## src/rtl/multiplier_n_bit_sequential_v.sv

```systemverilog
// Shift-add WIDTH x WIDTH multiplier, unsigned or two's-complement per operation.
// Latency: start sample to o_done spans WIDTH+1 clock edges; back-to-back throughput is one product per WIDTH+1 cycles.
// Backpressure: i_start is ignored while o_busy is high; a start during the o_done cycle chains directly into a new operation.
module multiplier_n_bit_sequential_v #(
    parameter int WIDTH = 4
) (
    input  logic               i_clk,
    input  logic               i_rst,
    input  logic               i_start,
    input  logic               i_signed,
    input  logic [WIDTH-1:0]   i_a,
    input  logic [WIDTH-1:0]   i_b,
    output logic               o_busy,
    output logic               o_done,
    output logic [2*WIDTH-1:0] o_f
);
    localparam int PW = 2 * WIDTH;
    localparam int CW = $clog2(WIDTH);

    typedef enum logic [1:0] {IDLE, CALC, DONE} state_t;

    state_t          state_q,  state_d;
    logic [CW-1:0]   cnt_q,    cnt_d;
    logic [PW-1:0]   mcand_q,  mcand_d;
    logic [WIDTH-1:0] mplier_q, mplier_d;
    logic            neg_q,    neg_d;
    logic [PW-1:0]   acc_q,    acc_d;
    logic [PW-1:0]   f_q,      f_d;

    logic [WIDTH-1:0] a_mag, b_mag;
    logic             load;

    always_comb begin
        state_d  = state_q;
        cnt_d    = cnt_q;
        mcand_d  = mcand_q;
        mplier_d = mplier_q;
        neg_d    = neg_q;
        acc_d    = acc_q;
        f_d      = f_q;
        load     = 1'b0;

        // Magnitudes stay WIDTH bits wide: the most negative operand maps to 2^(WIDTH-1).
        a_mag = (i_signed && i_a[WIDTH-1]) ? -i_a : i_a;
        b_mag = (i_signed && i_b[WIDTH-1]) ? -i_b : i_b;

        case (state_q)
            IDLE: begin
                load = i_start;
            end
            CALC: begin
                acc_d    = acc_q + (mplier_q[0] ? mcand_q : '0);
                mcand_d  = mcand_q << 1;
                mplier_d = mplier_q >> 1;
                cnt_d    = cnt_q + CW'(1);
                if (cnt_q == CW'(WIDTH - 1)) begin
                    state_d = DONE;
                    f_d     = neg_q ? -acc_d : acc_d;
                end
            end
            DONE: begin
                load = i_start;
                if (!i_start) begin
                    state_d = IDLE;
                end
            end
            default: begin
                state_d = IDLE;
            end
        endcase

        if (load) begin
            state_d  = CALC;
            cnt_d    = '0;
            mcand_d  = {{WIDTH{1'b0}}, a_mag};
            mplier_d = b_mag;
            neg_d    = i_signed & (i_a[WIDTH-1] ^ i_b[WIDTH-1]);
            acc_d    = '0;
        end
    end

    always_ff @(posedge i_clk) begin
        if (i_rst) begin
            state_q  <= IDLE;
            cnt_q    <= '0;
            mcand_q  <= '0;
            mplier_q <= '0;
            neg_q    <= 1'b0;
            acc_q    <= '0;
            f_q      <= '0;
        end else begin
            state_q  <= state_d;
            cnt_q    <= cnt_d;
            mcand_q  <= mcand_d;
            mplier_q <= mplier_d;
            neg_q    <= neg_d;
            acc_q    <= acc_d;
            f_q      <= f_d;
        end
    end

    assign o_busy = (state_q == CALC);
    assign o_done = (state_q == DONE);
    assign o_f    = f_q;

endmodule

```

## config.mk

```make
export PLATFORM = sky130hd
export DESIGN_NAME = multiplier_n_bit_sequential_v
export DESIGN_NICKNAME = d
export VERILOG_FILES = /design/src/rtl/multiplier_n_bit_sequential_v.sv
export SDC_FILE = /design/constraint.sdc
export NUM_CORES = 1
export LEC_CHECK = 0
export ABC_AREA = 1
export ABC_CLOCK_PERIOD_IN_PS = 5900
export CAP_MARGIN = 20
export CORE_ASPECT_RATIO = 1.5
export CORE_MARGIN = 5
export CORE_UTILIZATION = 50
export CTS_CLUSTER_DIAMETER = 50
export CTS_CLUSTER_SIZE = 24
export DETAILED_ROUTE_END_ITERATION = 12
export MAX_ROUTING_LAYER = met4
export PLACE_DENSITY = 0.7
export SLEW_MARGIN = 5
export SYNTH_ARGS = -nofsm -noshare
export SYNTH_HDL_FRONTEND = slang
export SYNTH_SLANG_ARGS = --single-unit
```

## constraint.sdc

```tcl
create_clock -name i_clk -period 5.9 [get_ports i_clk]
set_clock_uncertainty 0.15 [all_clocks]
set_input_delay 0.885 -clock i_clk [delete_from_list [all_inputs] [get_ports i_clk]]
set_output_delay 0.885 -clock i_clk [all_outputs]
set_load 0.03 [all_outputs]
```

Word level (Yosys, flattened, before mapping)
Index checks and enable logic that the tools add are counted.
{"block": "word_totals", "elab_cells": 47, "register_bits": 33, "out_inout_bits": 10, "in_bits": 12}
{"block": "op_classes", "n_reduce_logical": 9, "bitwise": 3, "n_eq_ne": 8, "mux": 13, "add_sub_neg": 5}
{"operator": "4-bit two-way mux", "count": 6}
{"operator": "8-bit two-way mux", "count": 2}
{"operator": "8-bit adder", "count": 1}
{"operator": "4-bit negation", "count": 2}
{"operator": "8-bit negation", "count": 1}
{"operator": "2-bit one-hot mux with 3 select lines", "count": 1}
{"operator": "3-bit AND reduction", "count": 2}
{"operator": "2-bit == test (second input constant)", "count": 2}
{"operator": "2-bit two-way mux", "count": 2}
{"operator": "2-bit inequality test (second input constant)", "count": 2}
{"operator": "2-bit OR reduction", "count": 2}
{"operator": "3-bit by 1-bit inequality test with 1-bit output (second input constant)", "count": 1}
{"operator": "3-bit by 2-bit inequality test with 1-bit output (second input constant)", "count": 1}
{"operator": "2-bit by 1-bit adder with 2-bit output (second input constant)", "count": 1}
{"operator": "2-bit by 1-bit == test with 1-bit output (second input constant)", "count": 1}
{"operator": "1-bit logical AND", "count": 2}
{"operator": "2-bit logical NOT", "count": 1}
{"operator": "1-bit two-way mux", "count": 2}
{"operator": "2-bit by 1-bit inequality test with 1-bit output (second input constant)", "count": 1}
{"operator": "2-bit AND reduction", "count": 1}
{"operator": "2-bit nonzero test", "count": 1}
{"operator": "1-bit bitwise AND", "count": 1}
{"operator": "1-bit inverter", "count": 1}
{"operator": "1-bit bitwise XOR", "count": 1}

Longest topological paths before layout
{"block": "logic_depth", "word_depth": 5, "ltp_mapped": 18, "depth_no_buf": 17}

Worst setup path before layout
Ideal clock, no wire load.
{"block": "synth_path", "path_kind": "register to register", "start": "register mplier_q[0]", "end": "register f_q[4] (netlist: o_f[4])", "required_ns": 5.634, "n_path_buf": 1, "period_less_slack_ns": 2.271, "path_slack_ns": 3.629, "arrival_ns": 2.004, "path_stages_with_launch": 16, "setup_time_ns": 0.116, "path_cell_list": "dfxtp_1 buf_2 nand2_1 inv_1 ha_1 fa_1 inv_1 ha_1 inv_1 nor2_1 nand3_1 nand2_1 a21oi_1 o21ai_1 o211ai_1 inv_1"}
{"block": "synth_between", "elab_chain_len": 4}
{"element": "from (decl)", "line": "25", "text": "logic [WIDTH-1:0] mplier_q, mplier_d;"}
{"element": "from (signal assigned)", "line": "95", "text": "mplier_q <= mplier_d;"}
{"element": "8-bit two-way mux *", "line": "52", "text": "acc_d = acc_q + (mplier_q[0] ? mcand_q : '0);"}
{"element": "8-bit adder *", "line": "52"}
{"element": "8-bit negation", "line": "58", "text": "f_d = neg_q ? -acc_d : acc_d;"}
{"element": "8-bit two-way mux *", "line": "58"}
{"element": "to (signal assigned)", "line": "90", "text": "f_q <= '0;"}
{"element": "to (signal assigned)", "line": "98", "text": "f_q <= f_d;"}
{"element": "to (decl)", "line": "28", "text": "logic [PW-1:0] f_q, f_d;"}
Mark *: on every way between the ends. The rest lies on a longest branch, timed or not.
A chain may end at the register's enable or synchronous reset.

Worst setup path after layout
{"block": "layout_path", "start": "register state_q[0]", "end": "output port o_busy"}
{"block": "layout_between", "elab_chain_len": 1}
{"element": "from (decl)", "line": "22", "text": "state_t state_q, state_d;"}
{"element": "from (signal assigned)", "line": "92", "text": "state_q <= state_d;"}
{"element": "2-bit by 1-bit == test with 1-bit output", "line": "102", "text": "assign o_busy = (state_q == CALC);"}
{"element": "to (decl)", "line": "13", "text": "output logic o_busy,"}
Every way passes these cells.

==> flow_summary_export.csv <==
group,metric,value,unit
status,outcome,"complete, no violations",
clock_network,cts_buffers,5,
sta,slew_headroom,0.627,
worst_setup_path,crit_arrival,1920,ps
pwr,peakVddDrop,0.000213,V
grt,met3_usage,0.0386,
clock_network,tritoncts,"done",
worst_hold_path,holdCritPathClass,"register to register",
grt,grt_start_max_net_pins,27,
yosys,yosysTopAreaCell,"dfxtp_1",
clock_network,clk_latency,290,ps
sta,worstMarginPinSlew,558,ps
yosys,yosysTopAreaCellShare,0.334,
cells_and_area,final_core_util,0.602,
detailed_routing,wire_per_inst,12.9,µm
yosys,synth_area,0.00198,mm²
sta,period_minus_slack,2950,ps
clock_network,clock-sinks,33,
clock_network,clk_pin_slew,80,ps
cells_and_area,n_antenna_cell,0,
grt,grt_pass1_wl,8080,µm
cells_and_area,synthToLayoutAreaGrowth,18.5,%
detailed_routing,routed_wl,4560,µm
floorplanning,core,0.00389,mm²
clock_network,cts_hold_buf,0,
yosys,synth.top_cells.by_count,"68 x nand2_1, 45 x inv_1, 33 x dfxtp_1, 27 x a21oi_1, 18 x o21ai_0",
floorplanning,ios,22,
worst_setup_path,cp-end-kind,"output pin",
grt,use_met2,0.355,
clock_network,postCtsSetupBuffers,0,
floorplanning,initial_utilization,0.508,
yosys,synth_nets,310,
placed_design,gp_congestion,0.895,
placed_design,io_buffers,21,
yosys,synthCells,286,
pwr,p_per_area,250,mW/mm²
sta,hold_viol,0,
detailed_routing,ant_nets,0,
clock_network,cts_resized,0,
yosys,synth-main-ff-cell,"dfxtp_1",
grt,grt_overflow,0,
sta,max_freq,0.339,GHz
yosys,syn-mean-instance-area,6.91,µm²
grt,grtUsageTotal,0.205,
placed_design,hpwl,3620,µm
clock_network,cts-root-buf,"clkbuf_8",
yosys,yosysUniqueCellTypes,34,
grt,grt_pass1_vias,1885,
cells_and_area,fin_nets,332,
clock_network,cts.htree.levels,2,
floorplanning,rows,28,
yosys,post-synth-top-count-cell,"nand2_1",
floorplanning,die_w,61.3,µm
worst_setup_path,cp-start-kind,"register",
detailed_routing,vias,1833,
worst_setup_path,cp_max_fo,26,
placed_design,placedCellCount,346,
worst_setup_path,required,4870,ps
pwr,finalPower,586,µW
pwr,p_leak,1.14,nW
detailed_routing,dr.pass1.iters,6,
floorplanning,die_area,0.00534,mm²
yosys,ys_async_sr_fraction,0,
yosys,synth_edf_count,0,
grt,grt.busiest_layer,"met2",
sta,setup_tns,0,ps
job,drv_cap,0,
sta,setup_viol,0,
sta,slew_violations,0,
yosys,synth_warnings,0,
grt,grtUsageMet1,0.211,
clock_network,clock_path_buffers,2,
cells_and_area,post_layout_nonfiller_instances,354,
detailed_routing,drt_iter0_drc,29,
yosys,synth_seq_cells,33,
detailed_routing,via_per_inst,5.18,
sta,rsz0062_at_grt,"false",
floorplanning,fp.dieH,87.0,µm
worst_setup_path,crit_type,"register to output pin",
sta,finalCritPeriodShare,0.501,
yosys,ys_seq_area_frac,0.334,
cells_and_area,drive_above_1_share,0.0971,
yosys,synth_area_leaders,"dfxtp_1 33%, nand2_1 13%, inv_1 8.5%, ha_1 7.0%, a21oi_1 6.8%",
grt,antenna_found_initial,0,
detailed_routing,drcViolationCount,0,
[sequential cells by signal, indices dropped and copies added, names as in the netlist]
register	flops
mcand_q	8
acc_q	8
o_f	8
mplier_q	4
neg_q	1
cnt_q	2
state_q	2
[layout make-up]
| type | instances | area, µm² |
|---|---|---|
| Fill cell | 404 | 1550 |
| Multi-Input combinational cell | 197 | 1090 |
| Sequential cell | 33 | 661 |
| Timing Repair Buffer | 21 | 210 |
| Inverter | 50 | 190 |
| Clock buffer | 5 | 68.8 |
| Clock inverter | 3 | 65.1 |
| Tap cell | 45 | 56.3 |
[final timing paths]
kind / slack (ps) / from / to / cells past startpoint
max: 2950 / state_q[0] / o_busy / 3
min: 320 / mcand_q[7] / mcand_q[7] / 2
max reg2reg: 3360 / mplier_q[0] / o_f[6] / 15
min reg2reg: 320 / mcand_q[7] / mcand_q[7] / 2
[per-stage QoR]
step,hold WS (ps),cell area (µm²),setup slack (ps)
after global routing,342,2340,2830
after CTS,322,2340,2940
final,319,2340,2950
after detailed placement,311,2210,3260
after global placement,300,2210,3280
after floorplan,289,1980,3630
[critical path, stage by stage, from the launching register on]
cell and delay, ps:
dfxtp_1 340, inv_2 60, nor2_4 430, clkdlybuf4s50_1 780
[metal layers]
metal | routed length (µm) | part of all wire
met1 | 1890 | 0.41
met2 | 2420 | 0.53
met3 | 97 | 0.021
met4 | 158 | 0.035
met5 | 0 | 0
[cell families (layout without fill, tap and decap cells)]
| family | Yosys count | count (layout) | synth area share |
|---|---|---|---|
| buffers and inverters | 56 | 79 | 0.114 |
| adder cells (fa/ha/maj) | 12 | 12 | 0.0797 |
| flip-flops | 33 | 33 | 0.334 |
| AND/OR/NAND/NOR | 117 | 117 | 0.267 |
| AO/OA/AOI/OAI | 63 | 63 | 0.183 |
| XOR/XNOR | 5 | 5 | 0.0222 |
[where the power goes]
group / leakage, nW / internal, mW / total [mW] / switching, mW
Sequential: 0.269 / 0.233 / 0.241 / 0.00862
Combinational: 0.802 / 0.0336 / 0.0908 / 0.0572
Clock: 0.0681 / 0.168 / 0.254 / 0.0860
[placed cells by master (no fill, tap or decap), drive strengths merged, types with 4 or more instances in the layout]
cell type / Yosys / final
nor2: 21 / 21
clkdlybuf4s50: 0 / 21
dfxtp: 33 / 33
o211ai: 6 / 6
clkbuf: 2 / 5
o21a: 4 / 4
ha: 11 / 11
a21oi: 28 / 28
xor2: 5 / 5
nand3: 12 / 12
nand2: 78 / 78
inv: 50 / 50
o21ai: 19 / 19
Power figures use the tool's default switching activity.
